==> config.mk <==
export PLATFORM = sky130hd
export DESIGN_NAME = binary_to_bcd
export DESIGN_NICKNAME = d
export VERILOG_FILES = /design/src/rtl/binary_to_bcd.sv
export SDC_FILE = /design/constraint.sdc
export NUM_CORES = 1
export LEC_CHECK = 0
export CAP_MARGIN = 20
export CORE_MARGIN = 5
export CORE_UTILIZATION = 66
export DETAILED_ROUTE_END_ITERATION = 7
export GPL_ROUTABILITY_DRIVEN = 0
export HOLD_SLACK_MARGIN = 0.12
export PLACE_DENSITY = 0.89
export SETUP_SLACK_MARGIN = 0.3
export SLEW_MARGIN = 40
export SYNTH_ARGS = -nofsm -noshare
export SYNTH_HDL_FRONTEND = slang
export SYNTH_SLANG_ARGS = --single-unit
==> constraint.sdc <==
create_clock -name clk -period 26.4 [get_ports clk]
set_clock_uncertainty 0.15 [all_clocks]
set_input_delay 5.28 -clock clk [delete_from_list [all_inputs] [get_ports clk]]
set_output_delay 5.28 -clock clk [all_outputs]
set_load 0.005 [all_outputs]
==> src/rtl/binary_to_bcd.sv <==
// Registered 14-bit binary to 4-digit packed BCD converter (double-dabble core, one output register stage).
// Build option: define BIN2BCD_SATURATE_EN to clamp out-of-range inputs to 16'h9999 instead of wrapping mod 10000.
module binary_to_bcd (
   input  logic        clk,
   input  logic        rst_n,
   input  logic        in_valid,
   input  logic [13:0] binary_in,
   output logic        out_valid,
   output logic [15:0] packed_bcd_out,
   output logic        overflow
);

   logic        out_valid_q;
   logic [15:0] bcd_q;
   logic [15:0] bcd_d;
   logic        overflow_q;
   logic        overflow_d;
   logic [15:0] bcd_mod;

   // A 16-bit shift register silently drops the ten-thousands carry,
   // which is exactly binary_in mod 10000 with every nibble kept legal.
   always_comb begin
      bcd_mod = 16'h0000;
      for (int i = 13; i >= 0; i--) begin
         for (int d = 0; d < 4; d++) begin
            if (bcd_mod[4*d +: 4] >= 4'd5) begin
               bcd_mod[4*d +: 4] = bcd_mod[4*d +: 4] + 4'd3;
            end
         end
         bcd_mod = {bcd_mod[14:0], binary_in[i]};
      end
   end

   always_comb begin
      overflow_d = (binary_in > 14'd9999);
`ifdef BIN2BCD_SATURATE_EN
      bcd_d = overflow_d ? 16'h9999 : bcd_mod;
`else
      bcd_d = bcd_mod;
`endif
   end

   always_ff @(posedge clk) begin
      if (!rst_n) begin
         out_valid_q <= 1'b0;
         bcd_q       <= 16'h0000;
         overflow_q  <= 1'b0;
      end else begin
         out_valid_q <= in_valid;
         if (in_valid) begin
            bcd_q      <= bcd_d;
            overflow_q <= overflow_d;
         end
      end
   end

   assign out_valid      = out_valid_q;
   assign packed_bcd_out = bcd_q;
   assign overflow       = overflow_q;

endmodule

Word-level counts from Yosys, hierarchy flattened
Index checks and enable logic that the tools add are counted.

Flip-flop bits (word level): 18. Bits of input ports: 17. Output and inout bits: 18. Logic and storage cells: 82.

Add/subtract/negate cells: 26. $lt $le $gt $ge: 27. Mux-type cells: 26.

Operator list (count): two-way mux 4 bit (24); greater-or-equal comparator 4 x 3 -> 1 bit, second input constant (22); adder 4 x 2 -> 4 bit, second input constant (21); > comparator 14 bit, second input constant (1); adder 3 x 2 -> 4 bit, second input constant (3); greater-or-equal comparator 3 bit, second input constant (4); adder 3 x 2 -> 3 bit, second input constant (2); two-way mux 3 bit (2).

Depth between registers and ports, before layout
Depth in word-level cells: 22. Mapped depth: 52. Depth with buffers taken out: 50.

Worst setup path before layout
Ideal clock, no wire load.

Kind: input -> register. Start: input binary_in[12]. End: register bcd_q[14] (netlist: packed_bcd_out[14]). Library setup time: 0.074 ns. Arrival time: 14.144 ns. Data required time: 26.176 ns. Slack: 12.032 ns. Stages on the path: 47. Buffers on the path: 1. Path through: inv_1 -> ha_1 -> o21ai_1 -> xnor2_1 -> ha_1 -> nand2b_1 -> a32oi_4 -> xnor2_2 -> ha_1 -> clkbuf_1 -> nor2b_1 -> o311ai_2 -> or3_1 -> a221o_2 -> xor2_4 -> inv_2 -> ha_1 -> o311ai_1 -> [11 not listed] -> inv_4 -> ha_1 -> nor2b_1 -> o211a_1 -> or2_1 -> a21oi_2 -> xor2_2 -> inv_2 -> o21a_1 -> xor2_1 -> inv_1 -> ha_1 -> nand2b_1 -> o21a_1 -> a21oi_1 -> a21oi_1 -> mux2_2 -> o21ai_0.

Word-level cells in the longest chain between the ends: 22. Elaborated cells on any way between the ends: 60. Classes of those cells: add/sub (20); order compare (20); mux (20).

RTL lines: from (decl) (RTL line 7) `input logic [13:0] binary_in,`; adder 3 x 2 -> 4 bit or greater-or-equal comparator 3 bit (tied branches) (RTL line 27, 26); two-way mux 4 bit * (RTL line 26) `if (bcd_mod[4*d +: 4] >= 4'd5) begin`; adder 4 x 2 -> 4 bit or greater-or-equal comparator 4 x 3 -> 1 bit (tied branches) (RTL line 27, 26); two-way mux 4 bit (RTL line 26); greater-or-equal comparator 4 x 3 -> 1 bit or adder 4 x 2 -> 4 bit (tied branches) (RTL line 26, 27); two-way mux 4 bit (RTL line 26); adder 4 x 2 -> 4 bit, or another cell as far along (RTL line 27) `bcd_mod[4*d +: 4] = bcd_mod[4*d +: 4] + 4'd3;`; two-way mux 4 bit (RTL line 26); [6 not listed]; adder 4 x 2 -> 4 bit or greater-or-equal comparator 4 x 3 -> 1 bit (tied branches) (RTL line 27, 26); two-way mux 4 bit (RTL line 26); adder 4 x 2 -> 4 bit or greater-or-equal comparator 4 x 3 -> 1 bit (tied branches) (RTL line 27, 26); two-way mux 4 bit (RTL line 26); adder 4 x 2 -> 4 bit, or another cell as far along (RTL line 27); two-way mux 4 bit or two-way mux 3 bit (tied branches) (RTL line 26); greater-or-equal comparator 4 x 3 -> 1 bit or adder 3 x 2 -> 3 bit (tied branches) (RTL line 26, 27); two-way mux 3 bit * (RTL line 26); to (signal assigned) (RTL line 46) `bcd_q <= 16'h0000;`; to (signal assigned) (RTL line 51) `bcd_q <= bcd_d;`; to (decl) (RTL line 14) `logic [15:0] bcd_q;`.

Mark *: on every way between the ends. The rest lies on a longest branch, timed or not. A chain may end at the register's enable or synchronous reset.

Worst setup path in the final report
Same ends and word-level chain as after synthesis.

==> results.env <==
MOST-COMMON-LAYOUT-CELLS='sky130_fd_sc_hd__nor2_1 (66), sky130_fd_sc_hd__nand2_1 (52), sky130_fd_sc_hd__o21ai_0 (44)'
POST_CTS.RESIZED_INSTANCES=0
MIN_PERIOD_NS=15.87
TIMING.FMAX_MHz=63.0
YS_ASYNC_SR_FRACTION_PCT=0
CORE.ROWCOUNT=30
CTS_TREE='done'
FLOORPLAN.CORE_AREA_SQ_UM=6760
FP.DIEAREA_SQ_UM=8670
MAXCAPVIOLCOUNT=0
STATUS='completed'
DIEWIDTH_MICRONS=93.1
NETLIST_INSTANCES=649
ANTENNA_CELLS_INSERTED=0
GLOBALROUTEMET2UTIL_PCT=48.4
DRT_PRE_ANTENNA_ITERS=6
GLOBAL_ROUTE.USAGE.MET1_PCT=35.4
WORST_EP_ARRIVAL_TIME_NS=15.90
NUM_IO_PINS=35
KIND_OF_START_POINT_OF_THE_CRITICAL_PATH='input pin'
VIA_PER_INST=7.11
YS.FLOP_TYPE='sky130_fd_sc_hd__dfxtp_1'
CRITICAL-PATH-MAX-STAGE-DELAY_NS=0.53
TIMING.FINAL.CRIT_SHARE_PCT=60.1
WORST_SKEW_PAIR.LATE_LATENCY_NS=0.25
POSTSYNTHREGISTERBITS=18
RSZ0062_AT_GRT='no'
SETUP.WORST_PATH.CLASS='in2reg'
POST_CTS_HOLD_FIX_BUFS=0
POSTCTSSETUPREPAIRBUFS=0
CTS-BUFFERS-INSERTED=3
DISTINCT_CELLS_SYNTH=107
IO_BUFFERS=34
SETUP.WORST_PATH.START='binary_in[12]'
MIN_FROM='packed_bcd_out[2]'
POST_SYNTH.CELL_AREA_AVG_SQ_UM=7.03
YOSYSWARNINGS=0
SYN2LAYOUT_AREA_GROWTH_PCT=7.77
HOLDCRITPATHCLASS='reg2reg'
GRT_MOST_USED_LAYER='met2'
HTREE_NUM_LEVELS=1
ROOT_DRIVER='sky130_fd_sc_hd__clkbuf_8'
CTS_NUM_SINKS=18
POST_ROUTE_CELLS_DRIVE_ABOVE_1_SHARE_PCT=10.4
LAYOUT.CELLS.MOST_COMMON='sky130_fd_sc_hd__nor2_1'
ROUTE.VIAS.TOTAL=5224
ROUTED_WIRELENGTH_MICRONS=12500
CTS.REPORTEDPATHS.CLKPINSLEW_NS=0.06
TIMING.CRITICAL_PATH.TO_TYPE='register'
GRT_PASS1_WL_MICRONS=20800
PATH_BUF_INV=8
YOSYSSEQAREASHARE_PCT=7.90
CHIPHEIGHT_MICRONS=93.1
TIMING.CRITICAL_PATH.FANOUT_MAX=10
SYNTH_ENABLE_FLOP_CELLS=0
SYN-CELL-AREA_SQ_UM=4560
TIMING_HOLD_VIOLATIONS_FINAL=0
CP_TOP_FAMILY='compound AO/OA/AOI/OAI gates'
SLOWEST_STAGE='sky130_fd_sc_hd__clkdlybuf4s50_1'
CLOCKBUFFERDEPTH=2
INITIAL_UTILIZATION_PCT=67.5
DRT-INITIAL-DRC-COUNT=434
FIRST_GLOBAL_VIAS=4744
CRITPATHMOSTFREQUENTCELL='sky130_fd_sc_hd__ha_1'
CRIT-REG2REG-LAUNCH='packed_bcd_out[4]'
WL_PER_CELL_MICRONS=17.0
GRT_UTIL_ALL_LAYERS_PCT=27.8
DRCVIOLATIONCOUNT=0
SETUP_TNS_NS=0
SETUP_VIOL=0
DP_HPWL_MICRONS=9500
CRITPATHREQUIREDTIME_NS=26.43
TRANSITION_TIME_OF_THE_TIGHTEST_SLEW_CHECK_PIN_NS=0.759
INITIAL_ANTENNA_VIOLATION_COUNT=0
NUMBER_OF_NETS_IN_THE_SYNTHESIZED_NETLIST=686
NUMBER_OF_PINS_WITH_NEGATIVE_MAX_SLEW_SLACK_IN_THE_FINAL_REPORT=0
FIN_NETS=694
DETAIL-ROUTE-ANTENNA-NETS=0
GRT_START_MAX_NET_PINS=23
TIMING.REG2REG.SETUP_SLACK_NS=25.51
SLEW-LIMIT-HEADROOM_PCT=49.2
OVERFLOW=0
GRT_UTIL_MET3_PCT=2.25
registers in the layout (all words and copies together), names as in the netlist:
| name | flops |
|---|---|
| out_valid | 1 |
| packed_bcd_out | 16 |
| overflow | 1 |
per-layer routing:
layer / routed length (microns) / share of wire [%]
met5: 0 / 0
met4: 381 / 3.0
met3: 697 / 5.6
met2: 6120 / 49
met1: 5310 / 42
cell families (layout without fill, tap and decap cells):
kind of cell,count (synthesis),after routing,synth area share (%)
and+or+nand+nor,248,248,28.1
DFF,18,18,7.90
xor gates and xnor gates,19,19,4.80
AOI/OAI and AO/OA,246,246,40.7
adders and majority gates,21,21,5.71
muxes,26,26,6.64
buffers and inverters,71,77,6.15
stage by stage:
step	worst slack [ns]	hold slack (ns)	instances	area, sq um	utilization, %
2_1_floorplan	12.03	0.308	649	4560	-
5_1_grt	9.73	0.345	735	4910	72.7
3_3_place_gp	11.07	0.302	731	4870	72.1
3_5_place_dp	10.38	0.322	731	4870	72.1
4_1_cts	10.62	0.330	734	4910	72.7
6_report	10.53	0.326	735	4910	72.7
tightest hold or removal path, stage by stage, from the launching register on:
cell and delay [ns]:
sky130_fd_sc_hd__dfxtp_1 0.31, sky130_fd_sc_hd__nand2_1 0.07, sky130_fd_sc_hd__a21oi_1 0.05
worst paths after layout:
path                            cells after the start                 end
worst max-delay path                               47  packed_bcd_out[14]
worst min register to register                      2   packed_bcd_out[2]
worst min-delay path                                2   packed_bcd_out[2]
worst max register to register                      2   packed_bcd_out[4]
cell usage after synthesis (4+ instances only):
library cell / n / area [sq um]
sky130_fd_sc_hd__a2111o_1: 4 / 45.0
sky130_fd_sc_hd__a211o_1: 6 / 52.6
sky130_fd_sc_hd__a211oi_1: 9 / 67.6
sky130_fd_sc_hd__a21o_1: 5 / 37.5
sky130_fd_sc_hd__a21oi_1: 40 / 200
sky130_fd_sc_hd__a22oi_1: 6 / 45.0
sky130_fd_sc_hd__a31oi_1: 9 / 56.3
sky130_fd_sc_hd__and2_1: 8 / 50.1
sky130_fd_sc_hd__and3_1: 7 / 43.8
sky130_fd_sc_hd__buf_2: 9 / 45.0
sky130_fd_sc_hd__clkbuf_1: 24 / 90.1
sky130_fd_sc_hd__clkinv_1: 4 / 15.0
sky130_fd_sc_hd__dfxtp_1: 18 / 360
sky130_fd_sc_hd__ha_1: 20 / 250
sky130_fd_sc_hd__inv_1: 26 / 97.6
sky130_fd_sc_hd__inv_2: 7 / 26.3
sky130_fd_sc_hd__mux2_2: 5 / 56.3
sky130_fd_sc_hd__mux2i_1: 16 / 160
sky130_fd_sc_hd__nand2_1: 52 / 195
sky130_fd_sc_hd__nand2b_1: 12 / 75.1
sky130_fd_sc_hd__nand3_1: 22 / 110
sky130_fd_sc_hd__nand3b_1: 4 / 30.0
sky130_fd_sc_hd__nand4_1: 9 / 56.3
sky130_fd_sc_hd__nor2_1: 66 / 248
sky130_fd_sc_hd__nor2b_1: 5 / 31.3
sky130_fd_sc_hd__nor3_1: 25 / 125
sky130_fd_sc_hd__nor4_1: 10 / 62.6
sky130_fd_sc_hd__o211ai_1: 12 / 90.1
sky130_fd_sc_hd__o21a_1: 14 / 105
sky130_fd_sc_hd__o21ai_0: 44 / 220
sky130_fd_sc_hd__o21ai_1: 11 / 55.1
sky130_fd_sc_hd__o311ai_0: 5 / 43.8
sky130_fd_sc_hd__o31ai_1: 5 / 37.5
sky130_fd_sc_hd__or3_1: 5 / 31.3
sky130_fd_sc_hd__xnor2_1: 14 / 123
area by class of cell:
| class | count | area [sq um] |
|---|---|---|
| flip-flops and latches | 18 | 360 |
| fillers | 533 | 1840 |
| multi-input cells | 560 | 3920 |
| inverters | 38 | 145 |
| clock buffers | 3 | 41.3 |
| repair buffers | 36 | 348 |
| well taps | 80 | 100 |
Power is left out: the tool's default activity adds up to more than one toggle a clock period on the data nets, which glitch-free logic cannot reach.
